<file path="config.mk">
export PLATFORM = sky130hd
export DESIGN_NAME = imm_extractor
export DESIGN_NICKNAME = d
export VERILOG_FILES = /design/src/rtl/imm_extractor.sv
export SDC_FILE = /design/constraint.sdc
export NUM_CORES = 1
export LEC_CHECK = 0
export ABC_AREA = 1
export CORE_MARGIN = 4
export CORE_UTILIZATION = 40
export CTS_CLUSTER_DIAMETER = 60
export CTS_CLUSTER_SIZE = 14
export DETAILED_ROUTE_END_ITERATION = 10
export HOLD_SLACK_MARGIN = 0.12
export PLACE_DENSITY = 0.84
export SLEW_MARGIN = 20
export SYNTH_ARGS = -nofsm -noshare
export SYNTH_HDL_FRONTEND = slang
export SYNTH_SLANG_ARGS = --single-unit
export TNS_END_PERCENT = 100
</file>
<file path="constraint.sdc">
create_clock -name clk -period 1.25 [get_ports clk]
set_input_delay 0.125 -clock clk [delete_from_list [all_inputs] [get_ports clk]]
set_output_delay 0.125 -clock clk [all_outputs]
set_load 0.05 [all_outputs]
</file>
<file path="src/rtl/imm_extractor.sv">
// imm_extractor
//
// RV32I immediate-extraction stage. It takes a 32-bit instruction word and
// an immediate-format selector, puts the scattered immediate fields back
// together into a 32-bit operand, and registers that operand for the
// execute stage. The format decides whether the result is sign- or
// zero-extended.
//
// Ports:
//   clk        rising-edge clock
//   rst_n      synchronous, active-low reset
//   in_valid   in/imm_type carry a real instruction this cycle
//   in         32-bit instruction word
//   imm_type   format selector:
//                000 I, 001 B, 010 S, 011 U, 100 J, 101 SHAMT, 110 ZIMM, 111 NONE
//   out        extracted, extended immediate (registered)
//   out_valid  out was captured from a valid input on the last edge

module imm_extractor (
  input  logic        clk,
  input  logic        rst_n,
  input  logic        in_valid,
  input  logic [31:0] in,
  input  logic [2:0]  imm_type,
  output logic [31:0] out,
  output logic        out_valid
);

  localparam logic [2:0] IMM_I     = 3'b000;
  localparam logic [2:0] IMM_B     = 3'b001;
  localparam logic [2:0] IMM_S     = 3'b010;
  localparam logic [2:0] IMM_U     = 3'b011;
  localparam logic [2:0] IMM_J     = 3'b100;
  localparam logic [2:0] IMM_SHAMT = 3'b101;
  localparam logic [2:0] IMM_ZIMM  = 3'b110;
  localparam logic [2:0] IMM_NONE  = 3'b111;

  logic        sign_bit;
  logic [31:0] extracted;

  assign sign_bit = in[31];

  // Reassemble the immediate for the selected format. Each branch reads only
  // the instruction bits that belong to its format. Every other bit comes from
  // a constant or from the sign bit, so unused (possibly unknown) bits of the
  // word never reach the result. The default covers NONE and also gives the
  // mux a defined value for any unknown selector.
  always_comb begin
    extracted = 32'h0000_0000;
    case (imm_type)
      IMM_I:     extracted = {{20{sign_bit}}, in[31:20]};
      IMM_B:     extracted = {{19{sign_bit}}, in[31], in[7], in[30:25], in[11:8], 1'b0};
      IMM_S:     extracted = {{20{sign_bit}}, in[31:25], in[11:7]};
      IMM_U:     extracted = {in[31:12], 12'h000};
      IMM_J:     extracted = {{11{sign_bit}}, in[31], in[19:12], in[20], in[30:21], 1'b0};
      IMM_SHAMT: extracted = {27'b0, in[24:20]};
      IMM_ZIMM:  extracted = {27'b0, in[19:15]};
      IMM_NONE:  extracted = 32'h0000_0000;
      default:   extracted = 32'h0000_0000;
    endcase
  end

  // Output register. Reset takes priority over in_valid, so an in-flight
  // result is dropped. out is loaded only from a valid input, which means it
  // keeps its last result through idle cycles. out_valid is a one-cycle
  // delayed copy of in_valid.
  always_ff @(posedge clk) begin
    if (!rst_n) begin
      out       <= 32'h0000_0000;
      out_valid <= 1'b0;
    end else begin
      out_valid <= in_valid;
      if (in_valid) begin
        out <= extracted;
      end
    end
  end

endmodule

</file>
==> metrics.log, run 1 <==
[metrics] CP max stage cell: sky130_fd_sc_hd__clkdlybuf4s50_1
[metrics] CP arrival: 1.39 ns
[metrics] cell types occupying the most area after synthesis: sky130_fd_sc_hd__dfxtp_1 44%, sky130_fd_sc_hd__nand2_1 14%, sky130_fd_sc_hd__o21ai_0 8.7%
[metrics] crit-path max cell delay: 0.45 ns
[metrics] routability cong.: 0.8581
[metrics] H-tree lvl count: 2
[metrics] Total Nets Final: approximately 330
[metrics] maximum number of pins on one net before global-route repair: 25
[metrics] nets in the synthesized netlist: between 200 and 300
[metrics] total area of sequential cells: 660.6 µm²
[metrics] leading cell type in the layout, fill and taps excluded: sky130_fd_sc_hd__nand2_1
[metrics] final setup slack of the worst path: just under 0.04 ns
[metrics] power density cells: 1105 mW/mm²
[metrics] overall track demand over capacity in global routing: 0.2237
[metrics] antenna violations before repair: 0
[metrics] total global routing overflow: 0
[metrics] HPWL reported at the end of detailed placement: ~3.8 mm
[metrics] fraction of the cycle the final worst path needs: 0.9688
[metrics] clock latency on the worst-skew pair: 0.29 ns
[metrics] number of DRC markers in iteration 0: approximately 160
[metrics] via count: 1793
[metrics] number of antenna repair diodes: 0
[metrics] Hold Violations, Final: 0
[metrics] share of the synthesized area in compound gates (AO/OA/AOI/OAI): 0.2125
[metrics] number of global-route vias before repair: roughly 1800
[metrics] wire length after detailed routing: 5.378 mm
[metrics] post-synthesis average cell area: 7.082 µm²
[metrics] number of distinct library cell variants in the gate-level netlist after synthesis: 23
[metrics] cell count after synthesis: around 210
[metrics] Core ar.: 0.003468 mm²
[metrics] Num CTS Buffers: 5
[metrics] worst reg-to-reg setup slack: 0.49 ns
[metrics] die area: 0.004798 mm²
[metrics] leakage: 1.159 nW
[metrics] pre-CTS setup slack: -0.3744 ns
[metrics] combinational family with the most area after synthesis: simple AND/OR/NAND/NOR gates
[metrics] number of standard cells in the final layout excluding fillers: around 340
[metrics] commonest cells after routing, fill and taps aside: 53 x sky130_fd_sc_hd__nand2_1, 34 x sky130_fd_sc_hd__buf_12, 33 x sky130_fd_sc_hd__dfxtp_1
[metrics] Vias/cell: 5.352
[metrics] critical path data required time: 1.43 ns
[metrics] Die Width: between 60 and 70 µm
[metrics] Post-CTS Hold Fix Bufs: 0
[metrics] crit-path max FO: 9
[metrics] Adder-Cell Fraction of Synth Area: 0
[metrics] buffering stage count on the worst path with inverters included: 4
[metrics] area share of the leading cell type in the synthesized netlist: 0.4400
[metrics] Max rail drop VDD: roughly 0.89 mV
[metrics] area of the mapped netlist: 0.001501 mm²
[metrics] Die Span Y: 69.27 µm
[metrics] floorplan row count: 21
[metrics] crit path time final: approximately 1.2 ns
[metrics] cells traversed along the worst timing path: clkdlybuf4s50_1 -> buf_4 -> inv_1 -> o21ai_2 -> inv_1 -> nand2_1 -> nand2_1 -> nor2_1 -> nor2_1
[metrics] clock input transition at the sequential cells of the worst setup and hold paths: ~0.07 ns
[metrics] number of fill cells: 215
[metrics] proportion of synthesized chip area in sequential cells: 0.4400
[metrics] fraction of final layout cells sized beyond drive strength 1: 0.2595
[metrics] Post-DRT Antenna Nets: 0
[metrics] global-route wire length before repair: 8.659 mm
[metrics] unrepaired setup endpoints after global routing: yes
[metrics] area overhead of the layout relative to synthesis: 82.42%
[metrics] synth warn: 0
[metrics] Crit Path Category: in -> reg
[metrics] MaxCap Viol Count: 0
[metrics] class of the most critical hold timing path: in -> reg
[metrics] max-slew violation count: 0
[metrics] root cell of the clock tree: sky130_fd_sc_hd__clkbuf_8
[metrics] number of optimization iterations in the first detailed-route pass: 4
[metrics] parity-gate share of the synthesized area counting xor and xnor cells: 0
[metrics] simple logic cell fraction of the synthesized area: 0.2767
[metrics] I/O Pins: 71
[metrics] Starting Density: 0.4329
[metrics] flip-flop and latch count after synthesis: 33
[metrics] category of cells accounting for the largest share of critical-path delay: buffers and inverters
[metrics] largest area contributor in the synthesized netlist: sky130_fd_sc_hd__dfxtp_1
[metrics] number of design rule violations left after detail routing: 0
[metrics] endpoint type of the worst setup path: register
[metrics] final setup violation count: 0
[metrics] Post-Place Cells: 326
[metrics] final core utilization: 0.7897
[metrics] Max clock buf depth: 2
[metrics] slew margin rel.: 0.7525
[metrics] Final Cell Area: 0.002739 mm²
[metrics] CTS tree: done
[metrics] clock skew after layout: 0 ns
[metrics] number of port buffers: 63
[metrics] result of the run: finished clean
[metrics] clock net sink count: 33
[metrics] Placed Area: 0.002603 mm²
[metrics] overall power after layout: 3.025 mW
[metrics] actual slew at the worst max-slew pin: 0.3713 ns
[metrics] Max Freq: between 800 and 900 MHz
[metrics] mux cell area share after synthesis: 0
[metrics] average wire per cell in the routed design: 16.05 µm
[metrics] category of the worst setup path launch point: primary input
[metrics] multi-input gate area in the final layout: about 760 µm²
-- logic make-up (layout without fill, tap and decap cells) --
logic type / count (synthesis) / count (layout)
flip-flops: 33 / 33
AO/OA/AOI/OAI: 59 / 59
AND/OR/NAND/NOR: 96 / 96
buffers and inverters: 24 / 101
-- final timing paths --
path                             start                    to  cells past startpoint
setup / recovery           imm_type[0]   out[4]$_SDFFE_PN0P_                      9
hold / removal                  in[14]  out[14]$_SDFFE_PN0P_                      3
setup reg to reg   out[9]$_SDFFE_PN0P_   out[9]$_SDFFE_PN0P_                      2
hold reg to reg   out[25]$_SDFFE_PN0P_  out[25]$_SDFFE_PN0P_                      2
-- power breakdown --
group | switching [mW] | total, mW | internal [mW]
sequential | 0.0715 | 1.19 | 1.12
clock | 0.400 | 0.898 | 0.497
combinational | 0.495 | 0.937 | 0.442
-- tightest hold or removal path, cell delays in order --
cell	delay, ns
sky130_fd_sc_hd__clkdlybuf4s50_1	0.39
sky130_fd_sc_hd__nand2_1	0.06
sky130_fd_sc_hd__a21oi_1	0.06
-- flip-flops by register name (all words and copies together), names as in the netlist --
signal / count
out: 32
out_valid: 1
-- cell usage after synthesis --
master and instances:
sky130_fd_sc_hd__a21oi_1 24, sky130_fd_sc_hd__inv_1 7, sky130_fd_sc_hd__a21oi_2 1, sky130_fd_sc_hd__a31oi_1 2, sky130_fd_sc_hd__nand2_2 1, sky130_fd_sc_hd__o21ai_2 1
sky130_fd_sc_hd__buf_1 1, sky130_fd_sc_hd__inv_2 3, sky130_fd_sc_hd__o21ai_0 26, sky130_fd_sc_hd__buf_2 7, sky130_fd_sc_hd__nand4_1 10, sky130_fd_sc_hd__nor2_2 1
sky130_fd_sc_hd__clkinv_1 1, sky130_fd_sc_hd__nand3_1 14, sky130_fd_sc_hd__clkbuf_1 3, sky130_fd_sc_hd__buf_4 2, sky130_fd_sc_hd__o211ai_1 1, sky130_fd_sc_hd__nor2_1 15
sky130_fd_sc_hd__nand2_1 54, sky130_fd_sc_hd__a21oi_4 1, sky130_fd_sc_hd__dfxtp_1 33, sky130_fd_sc_hd__nor2_4 1, sky130_fd_sc_hd__o21ai_1 3
-- metrics by stage --
step                TNS (ns)  hold WS (ns)
floorplan                  0        0.2633
global placement      -6.928        0.4911
detailed placement    -9.059        0.4944
CTS                        0        0.3899
global route        -0.06550        0.4176
finish                     0        0.3878
-- final cells by class --
| cell class | instances | share of cell area |
|---|---|---|
| repair buffers | 82 | 0.4079 |
| multi-input cells | 155 | 0.2778 |
| flip-flops and latches | 33 | 0.2412 |
| clock buffers | 7 | 0.03518 |
| well taps | 46 | 0.02101 |
| inverters | 11 | 0.01508 |
| clock inverters | 1 | 0.001827 |
-- routing by layer --
metal	GRT usage	up-vias	share of wire
li1	-	866	-
met1	0.2527	825	0.39
met2	0.3686	88	0.51
met3	0.07826	14	0.075
met4	0.1171	0	0.029
met5	0	-	0
-- what timing repair did --
| item | CTS | global route |
|---|---|---|
| resized for setup | 3 | 7 |
| setup buffers | 0 | 1 |
| pin swaps | 0 | 1 |
| endpoints found under the setup margin | 16 | 17 |
(Power assumes the default switching activity.)
==> inputs of run 2 (changes only) <==
--- a/config.mk
+++ b/config.mk
@@ -7,12 +7,12 @@
 export LEC_CHECK = 0
 export ABC_AREA = 1
 export CORE_MARGIN = 4
-export CORE_UTILIZATION = 40
+export CORE_UTILIZATION = 30
 export CTS_CLUSTER_DIAMETER = 60
 export CTS_CLUSTER_SIZE = 14
 export DETAILED_ROUTE_END_ITERATION = 10
 export HOLD_SLACK_MARGIN = 0.12
-export PLACE_DENSITY = 0.84
+export PLACE_DENSITY = 0.67
 export SLEW_MARGIN = 20
 export SYNTH_ARGS = -nofsm -noshare
 export SYNTH_HDL_FRONTEND = slang
==> run 2 against run 1 <==
  * Critical path depth is 2 lower
  * Die area grew 29%
  * Cell count grew 6.6%
  * Global-route usage shrank 7.6 points
  * Clock power decreased by 2.4%
  * Clock skew is the same
  * Register-to-register slack better by 0.03 ns
  * Sequential share of layout area decreased by 0.39 points
  * Hold slack got worse by 0.061 ns
  * Combinational power shrank 1%
  * Highest routed layer unchanged
==> metrics.log, run 2 (same netlist as run 1, synthesis figures left out) <==
[metrics] CP arrival: 1.25 ns (-0.14 ns)
[metrics] leakage: 1.177 nW (+1.6%)
[metrics] worst hold margin: 0.3268 ns (-0.06107 ns)
[metrics] global-route wire length before repair: 7.196 mm (-17%)
[metrics] actual slew at the worst max-slew pin: 0.3708 ns (-0.0005310 ns)
[metrics] antenna violations before repair: 0 (unchanged)
[metrics] number of standard cells in the final layout excluding fillers: 357 (+6.6%)
[metrics] number of DRC markers in iteration 0: 128 (-22%)
[metrics] Placed Area: 0.002621 mm² (+0.72%)
[metrics] fraction of the cycle the final worst path needs: 0.8327 (-0.1361)
[metrics] pre-CTS setup slack: -0.3479 ns (+0.02650 ns)
[metrics] fraction of final layout cells sized beyond drive strength 1: 0.2724 (+0.01290)
[metrics] leading cell type in the layout, fill and taps excluded: sky130_fd_sc_hd__nand2_1
[metrics] clock input transition at the sequential cells of the worst setup and hold paths: 0.07 ns (about the same)
[metrics] endpoint type of the worst setup path: register
[metrics] Hold Violations, Final: 0 (unchanged)
[metrics] maximum number of pins on one net before global-route repair: 27 (+8.0%)
[metrics] MaxCap Viol Count: 0 (unchanged)
[metrics] commonest cells after routing, fill and taps aside: 51 x sky130_fd_sc_hd__nand2_1, 34 x sky130_fd_sc_hd__buf_12, 33 x sky130_fd_sc_hd__dfxtp_1
[metrics] number of port buffers: 63 (unchanged)
[metrics] Die Span Y: 78.75 µm (+14%)
[metrics] Core ar.: 0.004786 mm² (+38%)
[metrics] category of the worst setup path launch point: primary input
[metrics] overall power after layout: 2.991 mW (-1.1%)
[metrics] wire length on met2: 2.102 mm (-23%)
[metrics] critical path data required time: 1.46 ns (+0.03 ns)
[metrics] max-slew violation count: 0 (unchanged)
[metrics] Max rail drop VDD: 0.6005 mV (-33%)
[metrics] Post-Place Cells: 346 (+6.1%)
[metrics] number of global-route vias before repair: 1567 (-14%)
[metrics] Num CTS Buffers: 5 (unchanged)
[metrics] Total Nets Final: 327 (+0.31%)
[metrics] wire length on met1: 1.960 mm (-6.5%)
[metrics] routability cong.: 0.8131 (-5.2%)
[metrics] average wire per cell in the routed design: 12.72 µm (-21%)
[metrics] Final Cell Area: 0.002784 mm² (+1.6%)
[metrics] register bank with the most flops: out
[metrics] H-tree lvl count: 2 (unchanged)
[metrics] number of design rule violations left after detail routing: 0 (unchanged)
[metrics] Crit Path Category: in -> reg
[metrics] clock skew after layout: 0 ns (unchanged)
[metrics] sum of negative setup slack: 0 ns (unchanged)
[metrics] via count: 1682 (-6.2%)
[metrics] number of fill cells: 423 (+97%)
[metrics] wire length after detailed routing: 4.542 mm (-16%)
[metrics] HPWL reported at the end of detailed placement: 3.406 mm (-9.5%)
[metrics] Die Width: 78.75 µm (+14%)
[metrics] crit-path max FO: 8 (-1)
[metrics] overall track demand over capacity in global routing: 0.1473 (-0.07638)
[metrics] unrepaired setup endpoints after global routing: no
[metrics] Max Freq: 960.8 MHz (+16%)
[metrics] final setup slack of the worst path: 0.2092 ns (+0.1702 ns)
[metrics] number of antenna repair diodes: 0 (unchanged)
[metrics] crit path time final: 1.041 ns (-0.1702 ns)
[metrics] result of the run: finished clean
[metrics] Vias/cell: 4.711 (-12%)
[metrics] Post-DRT Antenna Nets: 0 (unchanged)
[metrics] Largest register FFs: 32 (unchanged)
[metrics] final core utilization: 0.5817 (-0.2080)
[metrics] uppermost layer routed: met4
[metrics] clock latency on the worst-skew pair: 0.29 ns (about the same)
[metrics] Starting Density: 0.3137 (-0.1192)
[metrics] number of optimization iterations in the first detailed-route pass: 4 (unchanged)
[metrics] Max clock buf depth: 2 (unchanged)
[metrics] die area: 0.006201 mm² (+29%)
[metrics] floorplan row count: 25 (+19%)
[metrics] Post-CTS Hold Fix Bufs: 0 (unchanged)
[metrics] I/O Pins: 71 (unchanged)
[metrics] total global routing overflow: 0 (unchanged)
[metrics] Routed met3 length: 392 µm (-3.2%)
[metrics] root cell of the clock tree: sky130_fd_sc_hd__clkbuf_8
[metrics] slew margin rel.: 0.7524 (about the same)
[metrics] final setup violation count: 0 (unchanged)
[metrics] class of the most critical hold timing path: in -> reg
[metrics] area overhead of the layout relative to synthesis: 85.42%
[metrics] clock net sink count: 33 (unchanged)
[metrics] power density cells: 1074 mW/mm² (-2.7%)
[metrics] biggest regs: out (32), out_valid (1)
[metrics] CTS tree: done
## run 2: routing by layer
layer | up-vias | track usage
li1 | 866 | -
met1 | 741 | 0.1908
met2 | 64 | 0.2173
met3 | 11 | 0.06236
met4 | 0 | 0.05420
met5 | - | 0
## run 2: final cells by class
| cell class | instances | area [µm²] | area share |
|---|---|---|---|
| clock inverters | 1 | 5.005 | 0.001798 |
| well taps | 67 | 83.83 | 0.03011 |
| repair buffers | 83 | 1129 | 0.4054 |
| inverters | 11 | 41.29 | 0.01483 |
| clock buffers | 7 | 96.34 | 0.03461 |
| flip-flops and latches | 33 | 660.6 | 0.2373 |
| multi-input cells | 155 | 768.2 | 0.2760 |
## run 2: timing repair
item                                   4_1_cts  5_1_grt
endpoints found under the hold margin        0        0
gates resized for setup                      2       12
setup endpoints to repair                   13       30
buffers inserted                             0        2
cloned                                       0        1
pin swaps                                    0        3
## run 2: where the power goes
| group | internal [mW] | switching, mW | leakage, nW |
|---|---|---|---|
| clock | 0.497 | 0.379 | 0.0542 |
| combinational | 0.446 | 0.479 | 0.850 |
| sequential | 1.12 | 0.0693 | 0.272 |
## run 2: worst paths after layout
| path | slack [ns] | to | depth (start not counted) | from |
|---|---|---|---|---|
| max reg2reg | 0.52 | out[0]$_SDFFE_PN0P_ | 2 | out[0]$_SDFFE_PN0P_ |
| min reg2reg | 0.50 | out[31]$_SDFFE_PN0P_ | 2 | out[31]$_SDFFE_PN0P_ |
| min | 0.33 | out[11]$_SDFFE_PN0P_ | 3 | imm_type[2] |
| max | 0.21 | out[30]$_SDFFE_PN0P_ | 7 | imm_type[1] |
## run 2: worst max-delay path: stages
cell,delay [ns]
sky130_fd_sc_hd__dlygate4sd2_1,0.31
sky130_fd_sc_hd__buf_4,0.18
sky130_fd_sc_hd__a21oi_2,0.20
sky130_fd_sc_hd__nand2_2,0.15
sky130_fd_sc_hd__nand3_1,0.11
sky130_fd_sc_hd__nand2_1,0.05
sky130_fd_sc_hd__a21oi_1,0.12
==> inputs of run 3 (changes only) <==
==> constraint.sdc (replaced) <==
create_clock -name clk -period 1 [get_ports clk]
set_input_delay 0.1 -clock clk [delete_from_list [all_inputs] [get_ports clk]]
set_output_delay 0.1 -clock clk [all_outputs]
set_load 0.05 [all_outputs]
==> run 3 against run 2 <==
  * Final area is 2.2% higher
  * Critical path type unchanged
  * Highest routed layer unchanged
  * Cell count up 1.4%
  * Register-to-register slack got worse by 0.27 ns
  * Total power rose by 27%
  * Global-route usage up 0.95 points
==> metrics.log, run 3 (same netlist as run 1, synthesis figures left out) <==
[metrics] result of the run: finished clean
[metrics] global-route wire length before repair: 7.583 mm (+5.4%)
[metrics] HPWL reported at the end of detailed placement: 3.448 mm (+1.2%)
[metrics] fraction of final layout cells sized beyond drive strength 1: 0.3051 (+0.03267)
[metrics] power density cells: 1331 mW/mm² (+24%)
[metrics] reg-to-reg critical path endpoint: out[15]$_SDFFE_PN0P_
[metrics] critical path data required time: 1.18 ns (-0.28 ns)
[metrics] number of global-route vias before repair: 1637 (+4.5%)
[metrics] final core utilization: 0.5942 (+0.01255)
[metrics] number of DRC markers in iteration 0: 129 (+0.78%)
[metrics] commonest cells after routing, fill and taps aside: 50 x sky130_fd_sc_hd__nand2_1, 34 x sky130_fd_sc_hd__buf_12, 33 x sky130_fd_sc_hd__dfxtp_1
[metrics] antenna violations before repair: 0 (unchanged)
[metrics] number of port buffers: 63 (unchanged)
[metrics] unrepaired setup endpoints after global routing: no
[metrics] number of optimization iterations in the first detailed-route pass: 4 (unchanged)
[metrics] worst hold margin: 0.2381 ns (-0.08869 ns)
[metrics] Largest register FFs: 32 (unchanged)
[metrics] Hold Path Sink: out[11]$_SDFFE_PN0P_
[metrics] wire length after detailed routing: 4.739 mm (+4.3%)
[metrics] Core ar.: 0.004786 mm² (unchanged)
[metrics] Total Nets Final: 332 (+1.5%)
[metrics] clock net sink count: 33 (unchanged)
[metrics] crit-path max FO: 8 (unchanged)
[metrics] slew margin rel.: 0.7993 (+0.04688)
[metrics] Hold Violations, Final: 0 (unchanged)
[metrics] Vias/cell: 4.727 (+0.32%)
[metrics] class of the most critical hold timing path: in -> reg
[metrics] Max clock buf depth: 2 (unchanged)
[metrics] area overhead of the layout relative to synthesis: 89.42%
[metrics] register bank with the most flops: out
[metrics] max-slew violation count: 0 (unchanged)
[metrics] number of fill cells: 436 (+3.1%)
[metrics] die area: 0.006201 mm² (unchanged)
[metrics] endpoint type of the worst setup path: register
[metrics] via count: 1711 (+1.7%)
[metrics] fraction of the cycle the final worst path needs: 0.9599
[metrics] H-tree lvl count: 2 (unchanged)
[metrics] Post-CTS Hold Fix Bufs: 0 (unchanged)
[metrics] CP arrival: 1.14 ns (-0.11 ns)
[metrics] overall track demand over capacity in global routing: 0.1567 (+0.009460)
[metrics] average wire per cell in the routed design: 13.09 µm (+2.9%)
[metrics] final setup violation count: 0 (unchanged)
[metrics] MaxCap Viol Count: 0 (unchanged)
[metrics] Crit Path Category: in -> reg
[metrics] crit-path max cell delay: 0.42 ns (+0.11 ns)
[metrics] Die Width: 78.75 µm (unchanged)
[metrics] number of antenna repair diodes: 0 (unchanged)
[metrics] category of the worst setup path launch point: primary input
[metrics] worst reg-to-reg setup slack: 0.25 ns (-0.27 ns)
[metrics] Max Freq: about 1000 MHz
[metrics] clock input transition at the sequential cells of the worst setup and hold paths: 0.07 ns (about the same)
[metrics] Num CTS Buffers: 5 (unchanged)
[metrics] worst reg2reg startpoint: out[15]$_SDFFE_PN0P_
[metrics] number of cells on the worst reg-to-reg path: 2 (unchanged)
[metrics] Starting Density: 0.3137 (unchanged)
[metrics] I/O Pins: 71 (unchanged)
[metrics] CTS tree: done
[metrics] number of design rule violations left after detail routing: 0 (unchanged)
[metrics] crit path time final: 0.9599 ns
[metrics] Post-DRT Antenna Nets: 0 (unchanged)
[metrics] routability cong.: 0.8168 (+0.46%)
[metrics] clock latency on the worst-skew pair: 0.28 ns (about the same)
[metrics] root cell of the clock tree: sky130_fd_sc_hd__clkbuf_8
[metrics] clock skew after layout: 0 ns (unchanged)
[metrics] leakage: 1.200 nW (+2.0%)
[metrics] number of instances on the worst hold path: 4 (+1)
[metrics] biggest regs: out (32), out_valid (1)
[metrics] floorplan row count: 25 (unchanged)
[metrics] Max rail drop VDD: 0.5731 mV (-4.6%)
[metrics] Worst Min Path Start: imm_type[1]
[metrics] Die Span Y: 78.75 µm (unchanged)
[metrics] actual slew at the worst max-slew pin: 0.2999 ns (-0.07085 ns)
[metrics] maximum number of pins on one net before global-route repair: 27 (unchanged)
[metrics] overall power after layout: 3.784 mW (+27%)
[metrics] leading cell type in the layout, fill and taps excluded: sky130_fd_sc_hd__nand2_1
[metrics] total global routing overflow: 0 (unchanged)
[metrics] cells traversed along the worst timing path: clkdlybuf4s50_1 -> buf_4 -> a21oi_4 -> buf_12 -> a21oi_1
[metrics] CP max stage cell: sky130_fd_sc_hd__clkdlybuf4s50_1
-- run 3: worst max-delay path by stage --
stage                               startpoint                   end  cells after the start
final                                   in[31]  out[16]$_SDFFE_PN0P_                      5
after global routing                    in[31]  out[12]$_SDFFE_PN0P_                      5
after CTS                             in_valid  out[16]$_SDFFE_PN0P_                      5
after detailed placement           imm_type[2]  out[17]$_SDFFE_PN0P_                      5
after global placement             imm_type[1]  out[30]$_SDFFE_PN0P_                      7
after floorplan           out[20]$_SDFFE_PN0P_  out[20]$_SDFFE_PN0P_                      2
-- run 3: through the flow --
step | setup TNS (ns) | setup slack [ns] | cell area, µm² | instances
2_1_floorplan | 0 | 0.06569 | 1501 | 212
3_3_place_gp | -15.45 | -0.5229 | 2659 | 351
3_5_place_dp | -16.29 | -0.5742 | 2659 | 351
4_1_cts | -0.1772 | -0.02343 | 2806 | 361
5_1_grt | 0 | 0.01699 | 2844 | 362
6_report | 0 | 0.04012 | 2844 | 362
-- run 3: per-layer routing --
| metal | part of all wire | vias to the layer above | track usage |
|---|---|---|---|
| met1 | 0.44 | 769 | 0.1938 |
| met5 | 0 | - | 0 |
| li1 | - | 882 | - |
| met2 | 0.47 | 51 | 0.2479 |
| met3 | 0.073 | 9 | 0.06463 |
| met4 | 0.016 | 0 | 0.04895 |
-- run 3: where the power goes --
group / leakage [nW] / internal, mW / switching, mW / total [mW]
Clock: 0.0542 / 0.622 / 0.489 / 1.11
Sequential: 0.272 / 1.40 / 0.0871 / 1.49
Combinational: 0.874 / 0.573 / 0.614 / 1.19
-- run 3: layout make-up --
class,instances,area (µm²),area share
timing repair buffer,88,1161,0.4083
multi-input combinational,155,792.0,0.2785
sequential,33,660.6,0.2323
clock buffer,7,96.34,0.03388
tap,67,83.83,0.02948
inverter,11,45.04,0.01584
clock inverter,1,5.005,0.001760
-- run 3: worst max-delay path, delay by kind of cell --
kind / cells / cell delay [ns]
AO/OA/AOI/OAI: 2 / 0.28
buffers and inverters: 3 / 0.75
-- run 3: repair_timing --
action                                  in CTS  in global routing
buffers inserted                             2                  1
pin swaps                                    4                  5
endpoints found under the setup margin      32                 32
gates resized for setup                     13                 15
gates cloned                                 0                  0
